`config.mk`:
```
export PLATFORM = sky130hd
export DESIGN_NAME = pe_out_hf_bridge
export DESIGN_NICKNAME = d
export VERILOG_FILES = /design/src/rtl/pe_out_hf_bridge.sv
export SDC_FILE = /design/constraint.sdc
export NUM_CORES = 1
export LEC_CHECK = 0
export ABC_AREA = 1
export CORE_ASPECT_RATIO = 1.5
export CORE_MARGIN = 8
export CORE_UTILIZATION = 58
export DETAILED_ROUTE_END_ITERATION = 10
export GPL_TIMING_DRIVEN = 0
export PLACE_DENSITY = 0.84
export RECOVER_POWER = 25
export SYNTH_ARGS = -nofsm -noshare
export SYNTH_HDL_FRONTEND = slang
export SYNTH_SLANG_ARGS = --single-unit
```
`constraint.sdc`:
```
create_clock -name clk -period 12.87 [get_ports clk]
set_input_delay 2.574 -clock clk [delete_from_list [all_inputs] [get_ports clk]]
set_output_delay 2.574 -clock clk [all_outputs]
set_load 0.02 [all_outputs]
```
`src/rtl/pe_out_hf_bridge.sv`:
```
// pe_out_hf_bridge: receive-side bridge from the Gemmini PE output stream to a
// HazardFlow valid/ready payload. The PE side cannot stall, so each valid beat
// lands in a small circular FIFO. A beat that arrives when the FIFO is full and
// is not being drained is dropped, and a sticky overflow flag records the loss.
module pe_out_hf_bridge #(
  parameter int DEPTH = 4,
  parameter int CNT_W = 3
) (
  input  logic             clk,
  input  logic             rst,
  input  logic             io_in_valid,
  input  logic [7:0]       io_in_a,
  input  logic [19:0]      io_in_b,
  input  logic [19:0]      io_in_c,
  input  logic             io_in_control_dataflow,
  input  logic             io_in_control_propagate,
  input  logic [4:0]       io_in_control_shift,
  input  logic [2:0]       io_in_id,
  input  logic             io_in_last,
  output logic             out_output_payload_discriminant,
  output logic [7:0]       out_output_payload_Some_0_a,
  output logic [19:0]      out_output_payload_Some_0_b,
  output logic [19:0]      out_output_payload_Some_0_d,
  output logic             out_output_payload_Some_0_control_dataflow_discriminant,
  output logic             out_output_payload_Some_0_control_propagate_discriminant,
  output logic [4:0]       out_output_payload_Some_0_control_shift,
  output logic [2:0]       out_output_payload_Some_0_id,
  output logic             out_output_payload_Some_0_last,
  input  logic             out_output_resolver_ready,
  output logic [CNT_W-1:0] count,
  output logic [CNT_W-1:0] groups_pending,
  output logic             overflow
);

  localparam int PTR_W = $clog2(DEPTH);

  // One captured PE beat; c travels downstream as the d field.
  typedef struct packed {
    logic [7:0]  a;
    logic [19:0] b;
    logic [19:0] c;
    logic        dataflow;
    logic        propagate;
    logic [4:0]  shift;
    logic [2:0]  id;
    logic        last;
  } entry_t;

  entry_t             mem_q [DEPTH];
  entry_t             mem_d [DEPTH];
  logic [PTR_W-1:0]   wr_ptr_q, wr_ptr_d;
  logic [PTR_W-1:0]   rd_ptr_q, rd_ptr_d;
  logic [CNT_W-1:0]   count_q, count_d;
  logic [CNT_W-1:0]   groups_q, groups_d;
  logic               overflow_q, overflow_d;

  entry_t in_entry;
  entry_t head;
  logic   full;
  logic   push;
  logic   pop;
  logic   drop;

  // Next-state logic: handshake decode, pointer/count updates, drop detection.
  always_comb begin
    // NOTE: every variable gets a default at the top so no path leaves it unassigned (no latch).
    mem_d      = mem_q;
    wr_ptr_d   = wr_ptr_q;
    rd_ptr_d   = rd_ptr_q;
    count_d    = count_q;
    groups_d   = groups_q;
    overflow_d = overflow_q;

    in_entry = '{a: io_in_a, b: io_in_b, c: io_in_c,
                 dataflow: io_in_control_dataflow,
                 propagate: io_in_control_propagate,
                 shift: io_in_control_shift, id: io_in_id, last: io_in_last};
    head = mem_q[rd_ptr_q];

    full = (count_q == CNT_W'(DEPTH));
    // Valid depends only on occupancy, so pop never loops back through ready.
    pop  = (count_q != '0) && out_output_resolver_ready;
    // A full FIFO still accepts a beat when the head leaves in the same cycle.
    push = io_in_valid && (!full || pop);
    drop = io_in_valid && full && !pop;

    if (push) begin
      mem_d[wr_ptr_q] = in_entry;
      wr_ptr_d        = wr_ptr_q + PTR_W'(1);
    end
    if (pop) begin
      rd_ptr_d = rd_ptr_q + PTR_W'(1);
    end

    count_d    = count_q + CNT_W'(push) - CNT_W'(pop);
    groups_d   = groups_q + CNT_W'(push && io_in_last) - CNT_W'(pop && head.last);
    overflow_d = overflow_q | drop;
  end

  // Control state: synchronous reset discards all queued entries and the flag.
  always_ff @(posedge clk) begin
    // NOTE: sequential state uses non-blocking assignments so every flop sees pre-edge values.
    if (rst) begin
      wr_ptr_q   <= '0;
      rd_ptr_q   <= '0;
      count_q    <= '0;
      groups_q   <= '0;
      overflow_q <= 1'b0;
    end else begin
      wr_ptr_q   <= wr_ptr_d;
      rd_ptr_q   <= rd_ptr_d;
      count_q    <= count_d;
      groups_q   <= groups_d;
      overflow_q <= overflow_d;
    end
  end

  // Payload storage.
  always_ff @(posedge clk) begin
    // NOTE: storage is not reset; count_q == 0 already marks every slot as invalid.
    mem_q <= mem_d;
  end

  assign out_output_payload_discriminant                          = (count_q != '0);
  assign out_output_payload_Some_0_a                              = head.a;
  assign out_output_payload_Some_0_b                              = head.b;
  assign out_output_payload_Some_0_d                              = head.c;
  assign out_output_payload_Some_0_control_dataflow_discriminant  = head.dataflow;
  assign out_output_payload_Some_0_control_propagate_discriminant = head.propagate;
  assign out_output_payload_Some_0_control_shift                  = head.shift;
  assign out_output_payload_Some_0_id                             = head.id;
  assign out_output_payload_Some_0_last                           = head.last;
  assign count          = count_q;
  assign groups_pending = groups_q;
  assign overflow       = overflow_q;

endmodule

```
# After elaboration in Yosys (flattened, before gate mapping)
# Cells that the tools add are included.
# classes
n_lt_le_gt_ge,3
n_addsub,6
n_bitwise,3
reduce_logical,11
eq_ne,1
muxes,6
# op_table
op,n
bitwise mux 236 bit,1
two-way mux 59 bit,3
binary-select mux 59 bit (select 2 bit),1
demux 59 bit (select 2 bit),1
logical AND 1 bit,7
adder 3 x 1 -> 3 bit,2
"greater-or-equal comparator 3 bit, second input constant",2
NOT 2 -> 3 bit,2
subtractor 3 x 1 -> 3 bit,2
"adder 2 x 1 -> 2 bit, second input constant",2
"== test 3 bit, second input constant",1
"< comparator 3 x 1 -> 1 bit, second input constant",1
nonzero test 3 bit,1
zero test 1 bit,2
logical OR 1 bit,1
bitwise OR 1 bit,1
# word_totals
regBits,247
in_bits,63
word_cells,67

# Depth between registers and ports, before layout
# Gate-level depths: netlist (run 1).
# depth
word_depth,7
depth_mapped,13
ltp_nobuf,12

# Worst setup path before layout (run 1)
# OpenSTA, ideal clock, no wires.
# synth_path
path_kind,in2reg
startpoint,in out_output_resolver_ready
endpoint,reg mem_q[0] in the netlist's numbering (enable)
stages,4
setup_slack_ns,7.012
t_required_ns,12.394
setup_ns,0.476
arrival_ns,5.381
cell_sequence,inv_1 > nand3_1 > nand2_1 > nor2_1
# synth_via
elab_chain_cells,3
# synth_rtl
item,line,source
start: declaration,29,"input logic out_output_resolver_ready,"
logical AND 1 bit,82,pop = (count_q != '0) && out_output_resolver_ready;
logical OR 1 bit,84,push = io_in_valid && (!full || pop);
logical AND 1 bit,84,
end signal: assignment,121,mem_q <= mem_d;
end: declaration,49,entry_t mem_q [DEPTH];
# Every way passes these cells.
# A chain may end at the register's enable or synchronous reset.

# Final worst setup path (run 1)
# layout_path
startpoint,reg rd_ptr_q[0]
endpoint,out out_output_payload_Some_0_b[1]
# layout_via
elab_chain_cells,4
# layout_rtl
item,line,source
start: declaration,52,"logic [PTR_W-1:0] rd_ptr_q, rd_ptr_d;"
start signal: assignment,111,rd_ptr_q <= rd_ptr_d;
NOT 2 -> 3 bit (not written as such),78,head = mem_q[rd_ptr_q];
binary-select mux 59 bit (select 2 bit),78,
two-way mux 59 bit (not written as such) (2 in series),78,
end: declaration,22,"output logic [19:0] out_output_payload_Some_0_b,"
# Every way passes these cells. The select of a mux whose other input is x is not followed.

==> results of run 1 <==
-- through the flow --
stage          total power [W]  setup slack, ns  hold WS, ns  cell area (um2)  std cells
4_1_cts               0.002385            7.623       0.4589            11830       1043
3_5_place_dp          0.001742            7.858       0.4490            11110       1003
5_1_grt               0.002472            7.477       0.4784            11830       1043
6_report              0.002375            7.666       0.4568            11830       1043
2_1_floorplan         0.001392            7.012       0.5021             9385        661
3_3_place_gp          0.001711            4.476       0.4398            10920        995
-- cell usage in the layout (no fill, tap or decap), types with 8 or more instances in the layout --
cell type / n
sky130_fd_sc_hd__clkbuf_16: 23
sky130_fd_sc_hd__o21ai_0: 64
sky130_fd_sc_hd__nand2_1: 15
sky130_fd_sc_hd__o21ai_1: 54
sky130_fd_sc_hd__buf_12: 8
sky130_fd_sc_hd__inv_1: 21
sky130_fd_sc_hd__dfxtp_1: 11
sky130_fd_sc_hd__clkbuf_1: 19
sky130_fd_sc_hd__o22ai_1: 58
sky130_fd_sc_hd__nor2_1: 131
sky130_fd_sc_hd__clkdlybuf4s50_1: 93
sky130_fd_sc_hd__dlygate4sd3_1: 35
sky130_fd_sc_hd__edfxtp_1: 236
sky130_fd_sc_hd__buf_6: 9
sky130_fd_sc_hd__ha_1: 8
-- worst paths after layout --
check / depth (start not counted) / slack [ns] / startpoint / endpoint
setup / recovery: 5 / 7.67 / rd_ptr_q[0]$_SDFFE_PP0N_ / out_output_payload_Some_0_b[1]
hold / removal: 2 / 0.46 / overflow$_SDFF_PP0_ / overflow$_SDFF_PP0_
setup reg to reg: 11 / 10.34 / rd_ptr_q[1]$_SDFFE_PP0N_ / groups_pending[2]$_SDFF_PP0_
hold reg to reg: 2 / 0.46 / overflow$_SDFF_PP0_ / overflow$_SDFF_PP0_
-- per-layer routing --
layer,global-route usage,share of wire,up-vias
met2,0.3986,0.54,299
li1,-,-,2764
met5,0,0.00044,-
met3,0.04074,0.069,50
met4,0.08506,0.025,2
met1,0.2467,0.37,3094
-- cells in the mapped netlist --
master	n
sky130_fd_sc_hd__inv_1	21
sky130_fd_sc_hd__nand4_1	1
sky130_fd_sc_hd__edfxtp_1	236
sky130_fd_sc_hd__dfxtp_1	11
sky130_fd_sc_hd__fa_1	2
sky130_fd_sc_hd__a21oi_1	6
sky130_fd_sc_hd__o21ai_1	54
sky130_fd_sc_hd__o21ai_0	64
sky130_fd_sc_hd__clkbuf_1	18
sky130_fd_sc_hd__buf_6	9
sky130_fd_sc_hd__buf_2	4
sky130_fd_sc_hd__inv_2	2
sky130_fd_sc_hd__o22ai_1	58
sky130_fd_sc_hd__nand2_1	15
sky130_fd_sc_hd__nand3_1	6
sky130_fd_sc_hd__ha_1	8
sky130_fd_sc_hd__clkbuf_2	1
sky130_fd_sc_hd__xor2_1	2
sky130_fd_sc_hd__xnor2_1	1
sky130_fd_sc_hd__buf_4	6
sky130_fd_sc_hd__nor2_1	135
sky130_fd_sc_hd__buf_1	1
-- state kept, by name, summed over array words and instances (netlist names) --
register	cells
overflow	1
groups_pending	3
count	3
rd_ptr_q	2
mem_q	236
wr_ptr_q	2
-- layout make-up --
cell class / instances / area [um2]
fill: 994 / 4215
buffer: 39 / 242.7
clock inverter: 16 / 137.6
tap: 206 / 257.7
sequential: 247 / 7307
timing repair buffer: 136 / 1441
inverter: 23 / 86.33
multi-input combinational: 352 / 1779
clock buffer: 24 / 579.3
-- critical path, stage by stage (launching register included) --
cell,delay (ns)
sky130_fd_sc_hd__dfxtp_1,0.46
sky130_fd_sc_hd__buf_6,0.19
sky130_fd_sc_hd__clkbuf_1,0.46
sky130_fd_sc_hd__nor2_1,0.12
sky130_fd_sc_hd__o22ai_1,0.24
sky130_fd_sc_hd__clkdlybuf4s50_1,0.67
-- report_power, final --
| part | total, W | switching [W] | internal [W] |
|---|---|---|---|
| combinational | 0.000745 | 0.000448 | 0.000298 |
| clock | 0.000649 | 0.000282 | 0.000367 |
| sequential | 0.000981 | 0.0000262 | 0.000955 |
-- cells by family (layout without fill, tap and decap cells) --
group	after synthesis	after routing	share of synthesized area
xor gates and xnor gates	3	3	0.002800
buffers and inverters	62	238	0.03506
and+or+nand+nor	157	157	0.06386
adders and majority gates	10	10	0.01493
AOI/OAI and AO/OA	182	182	0.1048
DFF	247	247	0.7786
==> results list, run 1 <==
- Result of the run: complete, no violations
- Starting density of the core: 0.5849
- Dividing the detail-routed wire length by the instance count gives 21.82 um.
- For the pin with the worst max-slew slack, the measured transition is 0.5750 ns.
- Detail-routed via count per cell: 5.953
- Data arrives at the worst endpoint at 2.63 ns.
- Number of top-level pins: 130
- Share of the yosys chip area belonging to registers: 0.7786
- Synthesis inferred 247 register bits.
* Wire length of the first global-routing pass: 35070 um
- Startpoint Class: flip-flop
- At the end of the flow, the number of nets in the layout was 894.
- Average cell area after synthesis: 14.20 um2
- Fraction of layout instances using a drive strength above 1: 0.08244
- The critical path is of the reg2out type.
* Clock tree from TritonCTS: done
- Total setup violations reported at the end of the flow: 0
* Area of the mapped netlist: 0.009385 mm2
- For this design the ratio of total power to cell area is 200.8 mW/mm2.
- DRT antenna net count: 0
- For this run the aggregate overflow at the end of global routing stands at 0.
* Yosys warning count: 0
* Cell variety after synth: 22
- Post-route minimum period: 5.204 ns
* Slew Viols, Final: 0
- Post-CTS Hold Fix Bufs: 0
- Clock-pin slew was measured on the worst setup and hold paths at 0.07 ns.
- Once the clock tree was built, the setup fixing pass inserted 0 buffers.
- Based on the critical path, the design can be clocked at up to 0.1922 GHz.
* CTS root buffer: sky130_fd_sc_hd__clkbuf_16
* Via count of the first global-routing pass: 6573
* Die Wd: 119.9 um
- Hold violation count in the final report: 0
- Sink count of the clock tree: 247
- Entering global routing, the biggest net connects 30 pins.
- All-layer global routing usage: 0.2180
* Quantity of gates resized following cts: 0
- Final core utilization: 0.7373
* Synthesis-to-layout area growth: 26.06%
* WL final: 22760 um
* Setup skew after layout: 0.009782 ns
- Buffers inserted during clock tree synthesis total 22.
* Endpoint kind of the worst setup timing path: primary output
- For the worst setup path, the data required time is 10.30 ns.
- When the netlist entered floorplanning its net count stood at 734.
- Ranked by total cell area, the synthesized netlist is headed by sky130_fd_sc_hd__edfxtp_1, sky130_fd_sc_hd__nor2_1, sky130_fd_sc_hd__o22ai_1, sky130_fd_sc_hd__o21ai_0, sky130_fd_sc_hd__o21ai_1.
- Detailed placement finished with a half-perimeter wire length of 14510 um.
- The synthesized design spends more area on one cell type than any other, namely sky130_fd_sc_hd__edfxtp_1.
- After detailed routing, the number of remaining DRC violations is 0.
- The clock passes through at most 3 buffers.
- In this run, the number of DRC markers left after iteration 0 of detailed routing was 668.
- H-tree depth: 1
- Die Footprint: 0.02059 mm2
- Buffers placed on the I/O ports in this run total 128.
* Static Leakage: 4.050 nW
* Critical path peak fanout: 10
- The repair_antennas step left the layout with diodes totalling 0.
- Setup total negative slack: 0 ns
- The share of synthesized area in the top cell type comes to 0.7551.
- Across the run, the number of max-cap violations was 0.
* Remaining max-slew budget at the tightest pin: 0.6167
- Via count: 6209
- The pre-antenna-repair detailed-routing pass consisted of 6 iterations.
- Of the available clock period, the critical path in the final layout requires 0.4043.
- Worst min-delay path category: reg2reg
* Source-to-sink clock delay at the later pin of the worst-skew pair: 0.50 ns
- Peak ir drop on the vdd network: 0.1514 mV
- The number of antenna violations at the first check in global routing is 1.
* GP Congestion: 0.7430
* Core Footprint: 0.01605 mm2
- Setup repair after global routing missed its margin: no
- Die extent in y: 171.8 um
* FP Rows: 57
* Gate count after technology mapping: 661
No activity file was read; power rests on OpenSTA's default activity.
==> run 2: changes to the inputs <==
Settings changed: CORE_UTILIZATION 58 to 54, PLACE_DENSITY 0.84 to 0.79.
Clock period 12.87 ns to 5.25 ns, I/O delays scaled along.
==> run 2 against run 1 <==
Against the previous run: non-clock buffer count is the same; global-route usage shrank 1.2 points; combinational power grew 140%; routed wire length shrank 0.29%; die area grew 6.6%; critical path type unchanged; largest cell class unchanged; flip-flop and latch count is the same; cell count grew 0.67%; total power grew 140%.
==> results list, run 2 (synthesis gave the netlist of run 1 again) <==
- 0 antenna diodes ended up in the layout.
* Category of the most critical setup path: reg2out
* GP Congestion: 0.7663
- The final number of max-transition violations is 0.
- Fraction of layout instances using a drive strength above 1: 0.07527
- Clock buffer count from CTS: 22
- Summed over all layers, the global routing overflow is 0.
- Critical path peak fanout: 10
- FP Rows: 59
- Detailed router's first-iteration violation count: 531
- The number of antenna violations at the first check in global routing is 1.
- Combined area of the multi-input logic cells: 0.001779 mm2
- The first detailed-routing pass ran for 5 iterations.
* Total setup violations reported at the end of the flow: 0
- Transition time at the pin with the least slew margin: 0.6068 ns
* Worst min-delay path category: reg2reg
* Commonest cells after routing, fill and taps aside: sky130_fd_sc_hd__edfxtp_1, sky130_fd_sc_hd__nor2_1, sky130_fd_sc_hd__clkdlybuf4s50_1
- After detailed routing, the number of vias per cell comes to 5.814.
- The area growth from synthesis to layout is 26.06%.
* Fmax: 0.2669 GHz
* Quantity of gates resized following cts: 0
- In the finished design, the share of the clock period the worst path needs comes to 0.7135.
- Hold violation count in the final report: 0
- For this run, the number of standard cells in the final layout without fillers is 1050.
- Die extent in y: 177.5 um
* Largest register FFs: 236
* Peak ir drop on the vdd network: 0.3635 mV
- Number of top-level pins: 130
* Maximum clock path buffer count: 3
- The clock reaches the later pin of the worst-skew pair after 0.50 ns.
* Die Wd: 123.6 um
- Final core utilization: 0.6879
- Post-CTS setup buffer count: 0
- Setup total negative slack: 0 ns
* Endpoint kind of the worst setup timing path: primary output
- In the global route stage, met2 resource usage came out at 0.3634.
* Max cap viols: 0
- The total area inside the core boundary comes to 0.01720 mm2.
* Setup skew after layout: 0.01903 ns
- Top reg by flops: mem_q
- For this run, the total global-route usage over all layers was measured as 0.2060.
- Summed over all cells, the static leakage comes to 4.039 nW.
- Via count of the first global-routing pass: 6511
- The die covers 0.02194 mm2.
- Met1 global-route usage: 0.2382
* FF+latch area: 0.007307 mm2
- WL final: 22690 um
- Critical path required time: 4.20 ns
- Arrival time worst endpoint: 2.70 ns
- For this run, design rule violations remaining after detail routing come to 0.
* Layer carrying the most global-route usage: met2
- STA classifies the critical path startpoint as a flip-flop.
- Buffers added on ports: 128
- After detailed routing, the average wire length per cell comes to 21.61 um.
* Setup repair after global routing missed its margin: no
* DPL Wire Length: 14790 um
* Post-route minimum period: 3.746 ns
* Pin count of the biggest net entering global routing: 31
- Dividing total power by cell area gives a power density of 490.8 mW/mm2.
- Post-CTS Hold Fix Bufs: 0
- TritonCTS built the clock tree.
* Starting density of the core: 0.5456
- H-tree depth: 1
- After filler insertion, the fill cell instance count of the layout stands at 1168.
- # placed instances: 1010
* Total design power: 0.005807 W
- After the last flow step, the layout net total stands at 894.
* CTS root buffer: sky130_fd_sc_hd__clkbuf_16
- Result of the run: complete, no violations
- Via count: 6105
- DRT antenna net count: 0
- For this design, the sink count on the clock tree is 247.
* Most frequent standard cell in the layout excluding fill and tap cells: sky130_fd_sc_hd__edfxtp_1
- Clock transition at path regs: 0.07 ns
- Wire length of the first global-routing pass: 34850 um
- Met3 Track Usage GR: 0.03439
* Remaining max-slew budget at the tightest pin: 0.5945
run 2: where the power goes:
group	leakage, nW	switching, W	internal (W)
registers	2.25	0.0000617	0.00234
clock network	0.340	0.000670	0.000922
logic	1.44	0.00108	0.000729
run 2: path summary, 6_finish.rpt:
path	start	endpoint	slack, ns	cells past startpoint
hold reg to reg	overflow$_SDFF_PP0_	overflow$_SDFF_PP0_	0.46	2
setup reg to reg	rd_ptr_q[1]$_SDFFE_PP0N_	groups_pending[2]$_SDFF_PP0_	2.78	11
setup / recovery	rd_ptr_q[1]$_SDFFE_PP0N_	out_output_payload_Some_0_control_dataflow_discriminant	1.50	4
hold / removal	overflow$_SDFF_PP0_	overflow$_SDFF_PP0_	0.46	2
run 2: per-stage QoR:
step                hold slack, ns  worst slack (ns)  cell area (um2)
detailed placement          0.4485             1.780            11120
finish                      0.4557             1.504            11830
floorplan                   0.5021            0.9165             9385
CTS                         0.4588             1.535            11830
global route                0.4719             1.469            11830
global placement            0.4392            -1.691            10930
run 2: per-layer routing:
layer,wire length (um),part of all wire
met5,13,0.00057
met4,673,0.030
met3,1376,0.061
met2,12180,0.54
met1,8442,0.37
run 2: worst max-delay path, cell delays in order (launching register included):
cell and delay [ns]:
sky130_fd_sc_hd__dfxtp_1 0.51, sky130_fd_sc_hd__clkbuf_1 0.44, sky130_fd_sc_hd__o21ai_0 0.24, sky130_fd_sc_hd__o22ai_1 0.32
sky130_fd_sc_hd__clkdlybuf4s50_1 0.67
run 2: area by class of cell:
| type | count | area share |
|---|---|---|
| Clock inverter | 6 | 0.006874 |
| Inverter | 23 | 0.007297 |
| Clock buffer | 34 | 0.05298 |
| Buffer | 39 | 0.02052 |
| Multi-Input combinational cell | 352 | 0.1504 |
| Timing Repair Buffer | 136 | 0.1218 |
| Tap cell | 213 | 0.02253 |
| Sequential cell | 247 | 0.6176 |
==> run 3: changes to the inputs <==
Clock period 5.25 ns to 3.9 ns, I/O delays scaled along.
==> results of run 3 <==
The final DEF is identical to that of run 2. Status: complete, no violations.
Main changes from that run: setup slack after placement 1.780 ns -> 0.7001 ns; setup slack after layout 1.504 ns -> 0.4240 ns; register-to-register setup slack 2.78 ns -> 1.43 ns; total power 0.005807 W -> 0.007818 W; worst IR drop on VDD 0.3635 mV -> 0.4893 mV
